$ cat src/rtl/fifo_ram_pkg.sv
// ============================================================================
// Module   : fifo_ram_pkg
// Purpose  : Shared constants and grant encoding for the RAM-backed FIFO.
// Revision : 1.0  initial release
// ============================================================================
`default_nettype none

package fifo_ram_pkg;

    localparam int c_dw_default    = 8;
    localparam int c_aw_default    = 10;
    localparam int c_depth_default = 1 << c_aw_default;

    typedef enum logic {
        READ  = 1'b0,
        WRITE = 1'b1
    } grant_t;

endpackage

`default_nettype wire

$ cat src/rtl/fifo_ram_arb.sv
// ============================================================================
// Module   : fifo_ram_arb
// Purpose  : Two-way round-robin arbiter sharing one RAM port between writes and reads.
// Revision : 1.0  initial release
// ============================================================================
`default_nettype none

module fifo_ram_arb
    import fifo_ram_pkg::*;
(
    input  logic   clk,
    input  logic   rst,
    input  logic   i_wr_req,
    input  logic   i_rd_req,
    output logic   o_wr_gnt,
    output logic   o_rd_gnt,
    output grant_t o_last_grant
);

    grant_t r_last_grant;

    // On a conflict the side that did not win last time goes next.
    always_comb begin
        o_wr_gnt = 1'b0;
        o_rd_gnt = 1'b0;
        if (i_wr_req && i_rd_req) begin
            if (r_last_grant == READ) begin
                o_wr_gnt = 1'b1;
            end else begin
                o_rd_gnt = 1'b1;
            end
        end else begin
            o_wr_gnt = i_wr_req;
            o_rd_gnt = i_rd_req;
        end
    end

    always_ff @(posedge clk or posedge rst) begin
        if (rst) begin
            r_last_grant <= READ;
        end else if (o_wr_gnt) begin
            r_last_grant <= WRITE;
        end else if (o_rd_gnt) begin
            r_last_grant <= READ;
        end
    end

    assign o_last_grant = r_last_grant;

endmodule

`default_nettype wire

$ cat src/rtl/fifo_ram_ctrl.sv
// ============================================================================
// Module   : fifo_ram_ctrl
// Purpose  : FIFO controller over an external single-port RAM with a
//            registered output stage. FIFO_RAM_CTRL_BYPASS_EN enables the
//            empty-FIFO bypass straight into the output register.
// Revision : 1.0  initial release
// ============================================================================
`default_nettype none

module fifo_ram_ctrl
    import fifo_ram_pkg::*;
#(
    parameter int DW = c_dw_default,
    parameter int AW = c_aw_default
) (
    input  logic          clk,
    input  logic          rst,
    input  logic          in_valid,
    input  logic [DW-1:0] in_data,
    output logic          in_ready,
    output logic          out_valid,
    output logic [DW-1:0] out_data,
    input  logic          out_ready,
    output logic          ram_we,
    output logic [AW-1:0] ram_addr,
    output logic [DW-1:0] ram_wdata,
    input  logic [DW-1:0] ram_rdata,
    output logic [AW:0]   level
);

    localparam logic [AW:0] c_depth = {1'b1, {AW{1'b0}}};

    logic [AW-1:0] r_wr_ptr;
    logic [AW-1:0] r_rd_ptr;
    logic [AW:0]   r_ram_cnt;
    logic          r_inflight;
    logic          r_out_valid;
    logic [DW-1:0] r_out_data;

    logic          w_wr_elig;
    logic          w_rd_elig;
    logic          w_wr_req;
    logic          w_wr_gnt;
    logic          w_rd_gnt;
    logic          w_bypass;
    logic [AW:0]   w_level;
    grant_t        w_last_grant;

    assign w_level = r_ram_cnt + {{AW{1'b0}}, r_inflight} + {{AW{1'b0}}, r_out_valid};

    assign w_wr_elig = !rst && (r_ram_cnt < c_depth);
    assign w_rd_elig = (r_ram_cnt != '0) && !r_inflight && (!r_out_valid || out_ready);

`ifdef FIFO_RAM_CTRL_BYPASS_EN
    assign w_bypass = !rst && in_valid && (w_level == '0);
`else
    assign w_bypass = 1'b0;
`endif

    // in_valid gates the actual write request so an idle push side never blocks reads.
    assign w_wr_req = w_wr_elig && in_valid && !w_bypass;

    fifo_ram_arb u_arb (
        .clk          (clk),
        .rst          (rst),
        .i_wr_req     (w_wr_req),
        .i_rd_req     (w_rd_elig),
        .o_wr_gnt     (w_wr_gnt),
        .o_rd_gnt     (w_rd_gnt),
        .o_last_grant (w_last_grant)
    );

    assign in_ready  = w_wr_elig && !(w_rd_elig && (w_last_grant == WRITE));
    assign ram_we    = w_wr_gnt;
    assign ram_addr  = w_wr_gnt ? r_wr_ptr : r_rd_ptr;
    assign ram_wdata = in_data;
    assign out_valid = r_out_valid;
    assign out_data  = r_out_data;
    assign level     = w_level;

    always_ff @(posedge clk or posedge rst) begin
        if (rst) begin
            r_wr_ptr    <= '0;
            r_rd_ptr    <= '0;
            r_ram_cnt   <= '0;
            r_inflight  <= 1'b0;
            r_out_valid <= 1'b0;
            r_out_data  <= '0;
        end else begin
            if (w_wr_gnt) begin
                r_wr_ptr  <= r_wr_ptr + 1'b1;
                r_ram_cnt <= r_ram_cnt + 1'b1;
            end else if (w_rd_gnt) begin
                r_rd_ptr  <= r_rd_ptr + 1'b1;
                r_ram_cnt <= r_ram_cnt - 1'b1;
            end

            r_inflight <= w_rd_gnt;

            // A read is only issued once the output register is free or draining.
            if (r_inflight) begin
                r_out_valid <= 1'b1;
                r_out_data  <= ram_rdata;
            end else if (w_bypass) begin
                r_out_valid <= 1'b1;
                r_out_data  <= in_data;
            end else if (r_out_valid && out_ready) begin
                r_out_valid <= 1'b0;
            end
        end
    end

endmodule

`default_nettype wire

$ cat config.mk
export PLATFORM = sky130hd
export DESIGN_NAME = fifo_ram_ctrl
export DESIGN_NICKNAME = d
export VERILOG_FILES = /design/src/rtl/fifo_ram_pkg.sv /design/src/rtl/fifo_ram_arb.sv /design/src/rtl/fifo_ram_ctrl.sv
export SDC_FILE = /design/constraint.sdc
export NUM_CORES = 1
export LEC_CHECK = 0
export BUFFER_PORTS_ARGS = -buffer_cell sky130_fd_sc_hd__clkbuf_2
export CAP_MARGIN = 10
export CORE_MARGIN = 2
export CORE_UTILIZATION = 57
export DETAILED_ROUTE_END_ITERATION = 7
export GPL_TIMING_DRIVEN = 0
export PLACE_DENSITY = 0.85
export SLEW_MARGIN = 30
export SYNTH_ARGS = -nofsm -noshare
export SYNTH_HDL_FRONTEND = slang
export SYNTH_SLANG_ARGS = --single-unit
export TNS_END_PERCENT = 30
$ cat constraint.sdc
create_clock -name clk -period 8.9 [get_ports clk]
set_input_delay 2.225 -clock clk [delete_from_list [all_inputs] [get_ports clk]]
set_output_delay 2.225 -clock clk [all_outputs]
set_load 0.01 [all_outputs]
==> metrics.md, run 1 <==
| Metric | Value |
|---|---|
| Leak | `1.335 nW` |
| PortBufs | `51` |
| Layout fillers | `306` |
| Worst clock skew | `0.009247 ns` |
| Final setup viols | `0` |
| Most frequent cells in the layout | `51 x clkbuf_2, 45 x nand2_1, 42 x dfrtp_1` |
| Sequential area share after synthesis | `43.46%` |
| Die Ht | `69.14 um` |
| Critical Path End Type | `output port` |
| Vias in the first global route | `1876` |
| First-pass GRT wire length | `8.528 mm` |
| Sequential power share | `34.1%` |
| TritonCTS clock tree | `done` |
| Antenna fix cells | `0` |
| GRT Residual Overflow | `0` |
| Reg clk slew, reported paths | `0.07 ns` |
| Ports | `60` |
| Resize count post-CTS | `0` |
| Max frequency | `166.5 MHz` |
| Register area | `1051 sq um` |
| Tightest Pin Transition | `0.8072 ns` |
| Max cap viols | `0` |
| Net Count, Synth | `275` |
| Starting Density | `60.03%` |
| Drt wl/cell | `13.84 um` |
| CP startpoint kind | `input pin` |
| Period utilisation layout | `67.48%` |
| Min Clock Period, post-route | `6.006 ns` |
| Worst EP required | `6.68 ns` |
| DR vias/cell | `5.559` |
| Hold_buf cts | `0` |
| DR pass1 iterations | `4` |
| Total power | `972.9 uW` |
| Postcts setup bufs | `0` |
| Yosys top cell area share | `43.46%` |
| YS warnings | `0` |
| Multi-input logic area | `1205 sq um` |
| Commonest non-fill, non-tap cell in the layout | `clkbuf_2` |
| Final Hold Vio Count | `0` |
| Synth cell types | `43` |
| Final worst setup slack | `2.894 ns` |
| DRT antenna net count | `0` |
| Die X | `69.14 um` |
| Max_slew headroom | `45.99%` |
| Post-synth top flop | `dfrtp_1` |
| Final hold slack | `0.4754 ns` |
| Flop2flop setup slack | `5.31 ns` |
| H-Tree Depth | `2` |
| Critical Path AT | `3.78 ns` |
| Maximum vdd drop | `0.2204 mV` |
| Worst-path fanout max | `10` |
| Syn Inst Count | `249` |
| DRT iter0 DRCs | `119` |
| Internal power | `568.2 uW` |
| Clock root buffer | `clkbuf_8` |
| Placement Setup Slack | `2.923 ns` |
| Routed via count | `1990` |
| P&R area growth vs syn | `18.62%` |
| Clock sink count | `42` |
| Net load switching power | `404.8 uW` |
| Hpwl dp | `3.690 mm` |
| Placer Congestion | `0.8605` |
| Die area | `4780 sq um` |
| Pwr dens | `339.1 nW/um^2` |
| Flop and latch count out of synthesis | `42` |
| Worst hold path type | `reg2reg` |
| Largest net degree at the start of global routing | `27` |
| EDFF count, synth | `0` |
| Slew Limit Fails | `0` |
| Clock buffer count from CTS | `5` |
| Comb power frac | `50.0%` |
| Clock Power Share | `15.9%` |
| Crit path kind | `in2out` |
| Synth Cell Area | `2419 sq um` |
| DRC Markers | `0` |
| Async S/R FF share, synth | `100.0%` |
| RSZ-0062 raised after global routing | `false` |
| Clk buf depth | `2` |
| WL final | `4.953 mm` |
| Share of cells above drive strength 1 | `30.19%` |
| GRT Util Overall | `21.91%` |
| Mean Syn Cell Area | `9.713 sq um` |
| Setup TNS | `0 ns` |
| Outcome | `complete, no violations` |
| Cell row count | `23` |
| Largest area contributor in the netlist | `dfrtp_1` |
| Clock latency on the worst-skew pair | `0.30 ns` |
| Final #Nets | `334` |
| CORE AREA | `4029 sq um` |
| Initial antenna violation count | `0` |
| Synth area leaders | `dfrtp_1 43%, xnor2_1 9.4%, nand2_1 7.0%` |
| Switch share | `41.60%` |
registers in the layout, summed over array words and instances, names as in the netlist:
signal and cells:
out_data 8, r_inflight 1, r_rd_ptr 10, u_arb.o_last_grant 1, out_valid 1, r_wr_ptr 10
r_ram_cnt 11
path summary, 6_finish.rpt:
| kind | startpoint | depth (start not counted) | endpoint |
|---|---|---|---|
| max | out_ready | 9 | ram_addr[5] |
| min | r_wr_ptr[9]$_DFFE_PP0P_ | 1 | r_wr_ptr[9]$_DFFE_PP0P_ |
| min reg2reg | r_wr_ptr[9]$_DFFE_PP0P_ | 1 | r_wr_ptr[9]$_DFFE_PP0P_ |
| min in group asynchronous | rst | 2 | u_arb.o_last_grant$_DFFE_PP0P_ |
| max reg2reg | r_ram_cnt[5]$_DFFE_PP0P_ | 13 | r_ram_cnt[8]$_DFFE_PP0P_ |
| max in group asynchronous | rst | 3 | r_wr_ptr[7]$_DFFE_PP0P_ |
power groups by stage:
stage	Sequential [mW]	Clock [mW]	Combinational [mW]
after floorplan	0.327	0	0.338
after global placement	0.331	0	0.472
after detailed placement	0.334	0	0.486
after CTS	0.331	0.158	0.490
after global routing	0.342	0.165	0.537
final	0.332	0.155	0.487
per-stage QoR:
step	area (sq um)	cells	util [%]
global placement	2736	350	67.92
CTS	2869	358	71.21
floorplan	2419	249	-
finish	2869	358	71.21
global route	2869	358	71.21
detailed placement	2756	351	68.42
cells by family after synthesis:
kind of cell	Yosys count	share of synthesized area (%)
DFF	42	43.46
and+or+nand+nor	103	21.21
buffers and inverters	29	6.725
muxes	10	4.656
xor gates and xnor gates	36	13.04
adders and majority gates	6	3.414
AOI/OAI and AO/OA	23	7.502
worst max-delay path, cell delays in order:
cell and delay, ns:
clkbuf_2 0.09, nor2b_1 0.06, nor3_1 0.32, a21o_1 0.18, buf_2 0.25, clkbuf_1 0.35, nand2_1 0.11, nand2_1 0.09
clkbuf_2 0.13
per-layer routing:
metal | vias to the layer above | global-route usage, % | part of all wire [%]
li1 | 976 | - | -
met1 | 937 | 28.26 | 44
met2 | 71 | 37.18 | 49
met3 | 6 | 4.240 | 6.5
met4 | 0 | 6.972 | 1.3
met5 | - | 0 | 0
synthesized netlist by cell type, drive strengths merged, types with 5 or more instances:
library cell and n:
dfrtp 42, nor3 7, xor2 10, inv 8
nand3 9, ha 5, xnor2 26, mux2 10
nand4 14, nor2 7, nand2 45, buf 17
cell type report:
type                       instances  area share [%]
buffer                            21           4.623
clock buffer                       6           2.878
clock inverter                     1           1.047
inverter                           8           1.047
multi-input combinational        178           42.00
sequential                        42           36.63
tap                               50           2.181
timing repair buffer              52           9.594
(Power assumes the default switching activity.)
==> run 2, diff against run 1 <==
CORE_UTILIZATION = 53   (was 57)
PLACE_DENSITY = 0.79   (was 0.85)
clock period = 5.6 ns   (was 8.9 ns; I/O delays follow)
==> metrics.md, run 2 (synthesized netlist as in run 1, its figures left out) <==
| Metric | Value |
|---|---|
| Final #Nets | `334` |
| RSZ-0062 raised after global routing | `false` |
| Worst hold path type | `reg2reg` |
| Largest regs | `r_ram_cnt (11), r_rd_ptr (10), r_wr_ptr (10)` |
| Crit path kind | `in2out` |
| Critical Path AT | `2.95 ns` |
| GRT Residual Overflow | `0` |
| Clk buf depth | `2` |
| Max_slew headroom | `43.53%` |
| Cell row count | `24` |
| Clock latency on the worst-skew pair | `0.30 ns` |
| H-Tree Depth | `2` |
| Share of cells above drive strength 1 | `30.42%` |
| Placement Setup Slack | `1.266 ns` |
| GRT Util Overall | `20.57%` |
| Vias in the first global route | `1869` |
| Slew Limit Fails | `0` |
| Hold_buf cts | `0` |
| Worst-path fanout max | `10` |
| DRC Markers | `0` |
| Largest delay contributor family on the critical path | `buffers and inverters` |
| Final worst setup slack | `1.253 ns` |
| Die X | `71.55 um` |
| Worst EP required | `4.20 ns` |
| First-pass GRT wire length | `8.342 mm` |
| TritonCTS clock tree | `done` |
| P&R area growth vs syn | `18.00%` |
| DR vias/cell | `5.576` |
| Worst clock skew | `0.004236 ns` |
| Final Hold Vio Count | `0` |
| Resize count post-CTS | `0` |
| Setup TNS | `0 ns` |
| Maximum vdd drop | `0.2578 mV` |
| Clock sink count | `42` |
| DRT antenna net count | `0` |
| Ports | `60` |
| Clock buffer count from CTS | `5` |
| Max cap viols | `0` |
| Commonest non-fill, non-tap cell in the layout | `clkbuf_2` |
| CP max stage cell | `clkbuf_1` |
| CP peak stage delay | `0.35 ns` |
| Outcome | `complete, no violations` |
| Initial antenna violation count | `0` |
| CP startpoint kind | `input pin` |
| Hpwl dp | `3.729 mm` |
| WL final | `5.042 mm` |
| Postcts setup bufs | `0` |
| Placer Congestion | `0.8427` |
| PortBufs | `51` |
| Largest net degree at the start of global routing | `27` |
| Max frequency | `230.1 MHz` |
| Drt wl/cell | `13.97 um` |
| CP Cell Sequence | `clkbuf_2 > nor2b_1 > nor3_1 > a21o_1 > buf_2 > clkbuf_1 > nand2_1 > nand2_1 > clkbuf_2` |
| Antenna fix cells | `0` |
| Leak | `1.325 nW` |
| DRT iter0 DRCs | `127` |
| Min Clock Period, post-route | `4.347 ns` |
| Routed via count | `2013` |
| Most frequent cells in the layout | `51 x clkbuf_2, 45 x nand2_1, 42 x dfrtp_1` |
| Max FFs per register | `11` |
| Pwr dens | `525.7 nW/um^2` |
| Critical Path End Type | `output port` |
| DR pass1 iterations | `4` |
| CORE AREA | `4384 sq um` |
| Reg clk slew, reported paths | `0.08 ns` |
| Largest Register | `r_ram_cnt` |
| Tightest Pin Transition | `0.8440 ns` |
| Period utilisation layout | `77.62%` |
| Starting Density | `55.17%` |
| Clock root buffer | `clkbuf_8` |
| Die area | `5119 sq um` |
| Die Ht | `71.55 um` |
| Final setup viols | `0` |
| CP bufs+invs | `4` |
## run 2: cell count changes in the layout (fill, tap and decap cells not counted), sizes merged
cell,change
bufinv,-1
clkinvlp,+1
clkinv,+1
## run 2: per-stage QoR
stage	util [%]	hold slack, ns	instances	area, sq um	total power [mW]
final	65.10	0.4694	361	2854	1.500
after global routing	65.10	0.5030	361	2854	1.614
after CTS	65.10	0.4741	361	2854	1.508
after detailed placement	62.93	0.4564	353	2759	1.297
after global placement	62.47	0.4559	352	2739	1.275
after floorplan	-	0.4415	249	2419	1.056
## run 2: worst paths after layout
| check | from | to | slack, ns | depth (start not counted) |
|---|---|---|---|---|
| min reg2reg | r_wr_ptr[9]$_DFFE_PP0P_ | r_wr_ptr[9]$_DFFE_PP0P_ | 0.47 | 1 |
| max reg2reg | r_ram_cnt[5]$_DFFE_PP0P_ | r_ram_cnt[8]$_DFFE_PP0P_ | 2.07 | 13 |
| min | r_wr_ptr[9]$_DFFE_PP0P_ | r_wr_ptr[9]$_DFFE_PP0P_ | 0.47 | 1 |
| min in group asynchronous | rst | out_data[7]$_DFFE_PP0P_ | 1.08 | 2 |
| max | out_ready | ram_addr[5] | 1.25 | 9 |
| max in group asynchronous | rst | r_wr_ptr[2]$_DFFE_PP0P_ | 4.07 | 3 |
## run 2: final cells by class
type | count | area, sq um
Fill cell | 393 | 1530
Multi-Input combinational cell | 178 | 1205
Sequential cell | 42 | 1051
Timing Repair Buffer | 52 | 275.3
Buffer | 21 | 132.6
Clock buffer | 6 | 82.58
Tap cell | 52 | 65.06
Inverter | 8 | 30.03
Clock inverter | 2 | 12.51
## run 2: layer usage
metal  global-route usage (%)  up-vias  wire [um]
li1                         -      973          -
met1                    27.56      958       2225
met2                    33.13       72       2369
met3                    3.094       10        341
met4                    9.434        0        105
met5                        0        -          0
## run 2: power by group
part | internal (mW) | leakage, nW | switching [mW]
sequential | 0.420 | 0.511 | 0.104
clock | 0.0991 | 0.0472 | 0.109
combinational | 0.339 | 0.766 | 0.429
total | 0.858 | 1.32 | 0.642
## run 2: worst register-to-register path, stage by stage (launching register included)
cell and delay [ns]:
dfrtp_1 0.37, buf_2 0.18, nor4_1 0.51, nand4_1 0.27, a21o_1 0.21, buf_2 0.19, inv_2 0.09, buf_2 0.23
xnor2_1 0.10, ha_1 0.25, a311o_1 0.29, or3_1 0.35, o32ai_2 0.23, xor2_1 0.17
==> run 3, diff against run 2 <==
CORE_UTILIZATION = 48   (was 53)
PLACE_DENSITY = 0.76   (was 0.79)
clock period = 3.6 ns   (was 5.6 ns; I/O delays follow)
==> metrics.md, run 3 (synthesized netlist as in run 1, its figures left out) <==
| Metric | Value |
|---|---|
| Placer Congestion | `0.8688` |
| Maximum vdd drop | `0.4766 mV` |
| CP startpoint kind | `register` |
| Postcts setup bufs | `0` |
| Most numerous cell on the critical path | `buf_2` |
| Net load switching power | `1.011 mW` |
| Max_slew headroom | `44.07%` |
| Hold_buf cts | `0` |
| Worst EP required | `2.70 ns` |
| Ports | `60` |
| DR vias/cell | `5.283` |
| Largest Register | `r_ram_cnt` |
| H-Tree Depth | `2` |
| Total power | `2.329 mW` |
| DRT antenna net count | `0` |
| Routed via count | `1981` |
| Clk buf depth | `2` |
| Clock buffer count from CTS | `5` |
| Internal power | `1.319 mW` |
| Comb power frac | `52.1%` |
| Antenna fix cells | `0` |
| Critical Path AT | `2.46 ns` |
| Worst-path fanout max | `10` |
| Reg clk slew, reported paths | `0.08 ns` |
| Die Ht | `74.99 um` |
| Layout fillers | `446` |
| Clock root buffer | `clkbuf_8` |
| Starting Density | `50.54%` |
| Pwr dens | `810.1 nW/um^2` |
| PortBufs | `51` |
| P&R area growth vs syn | `18.88%` |
| Setup TNS | `0 ns` |
| Clock Power Share | `12.5%` |
| Commonest non-fill, non-tap cell in the layout | `clkbuf_2` |
| Max FFs per register | `11` |
| Hpwl dp | `3.800 mm` |
| Sequential power share | `35.4%` |
| WL final | `5.046 mm` |
| Outcome | `complete, no violations` |
| Vias in the first global route | `1828` |
| Tightest Pin Transition | `0.8358 ns` |
| DRT iter0 DRCs | `134` |
| Switch share | `43.39%` |
| Post-Route Utilization | `60.08%` |
| Worst hold path type | `reg2reg` |
| Initial antenna violation count | `0` |
| Min Clock Period, post-route | `3.359 ns` |
| Crit path kind | `reg2out` |
| DRC Markers | `0` |
| Critical Path End Type | `output port` |
| Final setup viols | `0` |
| CP peak stage delay | `0.37 ns` |
| CP max stage cell | `dfrtp_1` |
| Resize count post-CTS | `0` |
| DR pass1 iterations | `4` |
| Clock latency on the worst-skew pair | `0.29 ns` |
| Max frequency | `297.7 MHz` |
| Slew Limit Fails | `0` |
| Final #Nets | `334` |
| Largest regs | `r_ram_cnt (11), r_rd_ptr (10), r_wr_ptr (10)` |
| Period utilisation layout | `93.32%` |
| Drt wl/cell | `13.46 um` |
| Final Hold Vio Count | `0` |
| Leak | `1.325 nW` |
| Cell row count | `25` |
| GRT Util Overall | `19.68%` |
| Multi-input logic area | `1220 sq um` |
| Largest net degree at the start of global routing | `27` |
| Register area | `1052 sq um` |
| Share of cells above drive strength 1 | `30.84%` |
| CORE AREA | `4786 sq um` |
| CP Cell Sequence | `buf_2 > nor4_4 > nand4_1 > a21o_1 > buf_2 > inv_2 > buf_2 > nand2_1 > nand2_1 > clkbuf_2` |
| Most frequent cells in the layout | `52 x clkbuf_2, 45 x nand2_1, 41 x dfrtp_1` |
| Clock sink count | `42` |
| First-pass GRT wire length | `8.383 mm` |
| RSZ-0062 raised after global routing | `false` |
| Die area | `5623 sq um` |
| Worst clock skew | `0.003007 ns` |
| Max cap viols | `0` |
| GRT Residual Overflow | `0` |
| Die X | `74.99 um` |
| TritonCTS clock tree | `done` |
-- run 3: area by class of cell --
type | instances | share of cell area [%]
plain buffers | 21 | 4.656
clock buffers | 6 | 2.524
clock inverters | 1 | 0.2611
inverters | 8 | 1.044
multi-input cells | 178 | 42.43
flip-flops and latches | 42 | 36.60
well taps | 67 | 2.916
repair buffers | 52 | 9.574
-- run 3: power by group through the flow --
stage	combinational [mW]	clock (mW)	sequential, mW
2_1_floorplan	0.835	0	0.808
3_3_place_gp	1.17	0	0.817
3_5_place_dp	1.21	0	0.825
4_1_cts	1.21	0.299	0.815
5_1_grt	1.34	0.318	0.852
6_report	1.21	0.291	0.824
-- run 3: per-stage QoR --
step	std cells	hold slack (ns)	setup WS (ns)	area, sq um
after floorplan	249	0.4415	0.4611	2419
after global placement	367	0.4611	0.05634	2758
after detailed placement	368	0.4603	0.06016	2778
after CTS	375	0.4819	0.05306	2858
after global routing	375	0.4924	0.04811	2875
final	375	0.4808	0.2405	2875
-- run 3: layer usage --
layer | vias up | part of all wire, % | global-route usage [%]
met2 | 67 | 48 | 30.60
met5 | - | 0 | 0
li1 | 977 | - | -
met4 | 0 | 1.7 | 7.540
met3 | 8 | 5.5 | 5.221
met1 | 929 | 45 | 26.45
-- run 3: worst paths after layout --
| check | startpoint | endpoint | slack [ns] | depth (start not counted) |
|---|---|---|---|---|
| setup / recovery | r_ram_cnt[5]$_DFFE_PP0P_ | ram_addr[0] | 0.24 | 10 |
| hold / removal | r_wr_ptr[9]$_DFFE_PP0P_ | r_wr_ptr[9]$_DFFE_PP0P_ | 0.48 | 1 |
| setup reg to reg | r_ram_cnt[5]$_DFFE_PP0P_ | r_ram_cnt[8]$_DFFE_PP0P_ | 0.25 | 13 |
| hold reg to reg | r_wr_ptr[9]$_DFFE_PP0P_ | r_wr_ptr[9]$_DFFE_PP0P_ | 0.48 | 1 |
| max in group asynchronous | rst | r_ram_cnt[0]$_DFFE_PP0P_ | 2.55 | 3 |
| min in group asynchronous | rst | out_data[5]$_DFFE_PP0P_ | 0.59 | 2 |
-- run 3: critical path, delay by kind of cell (launching register included) --
family | cells | cell delay, ns
flip-flops | 1 | 0.37
buffers and inverters | 5 | 0.84
AND/OR/NAND/NOR | 4 | 0.75
AO/OA/AOI/OAI | 1 | 0.20
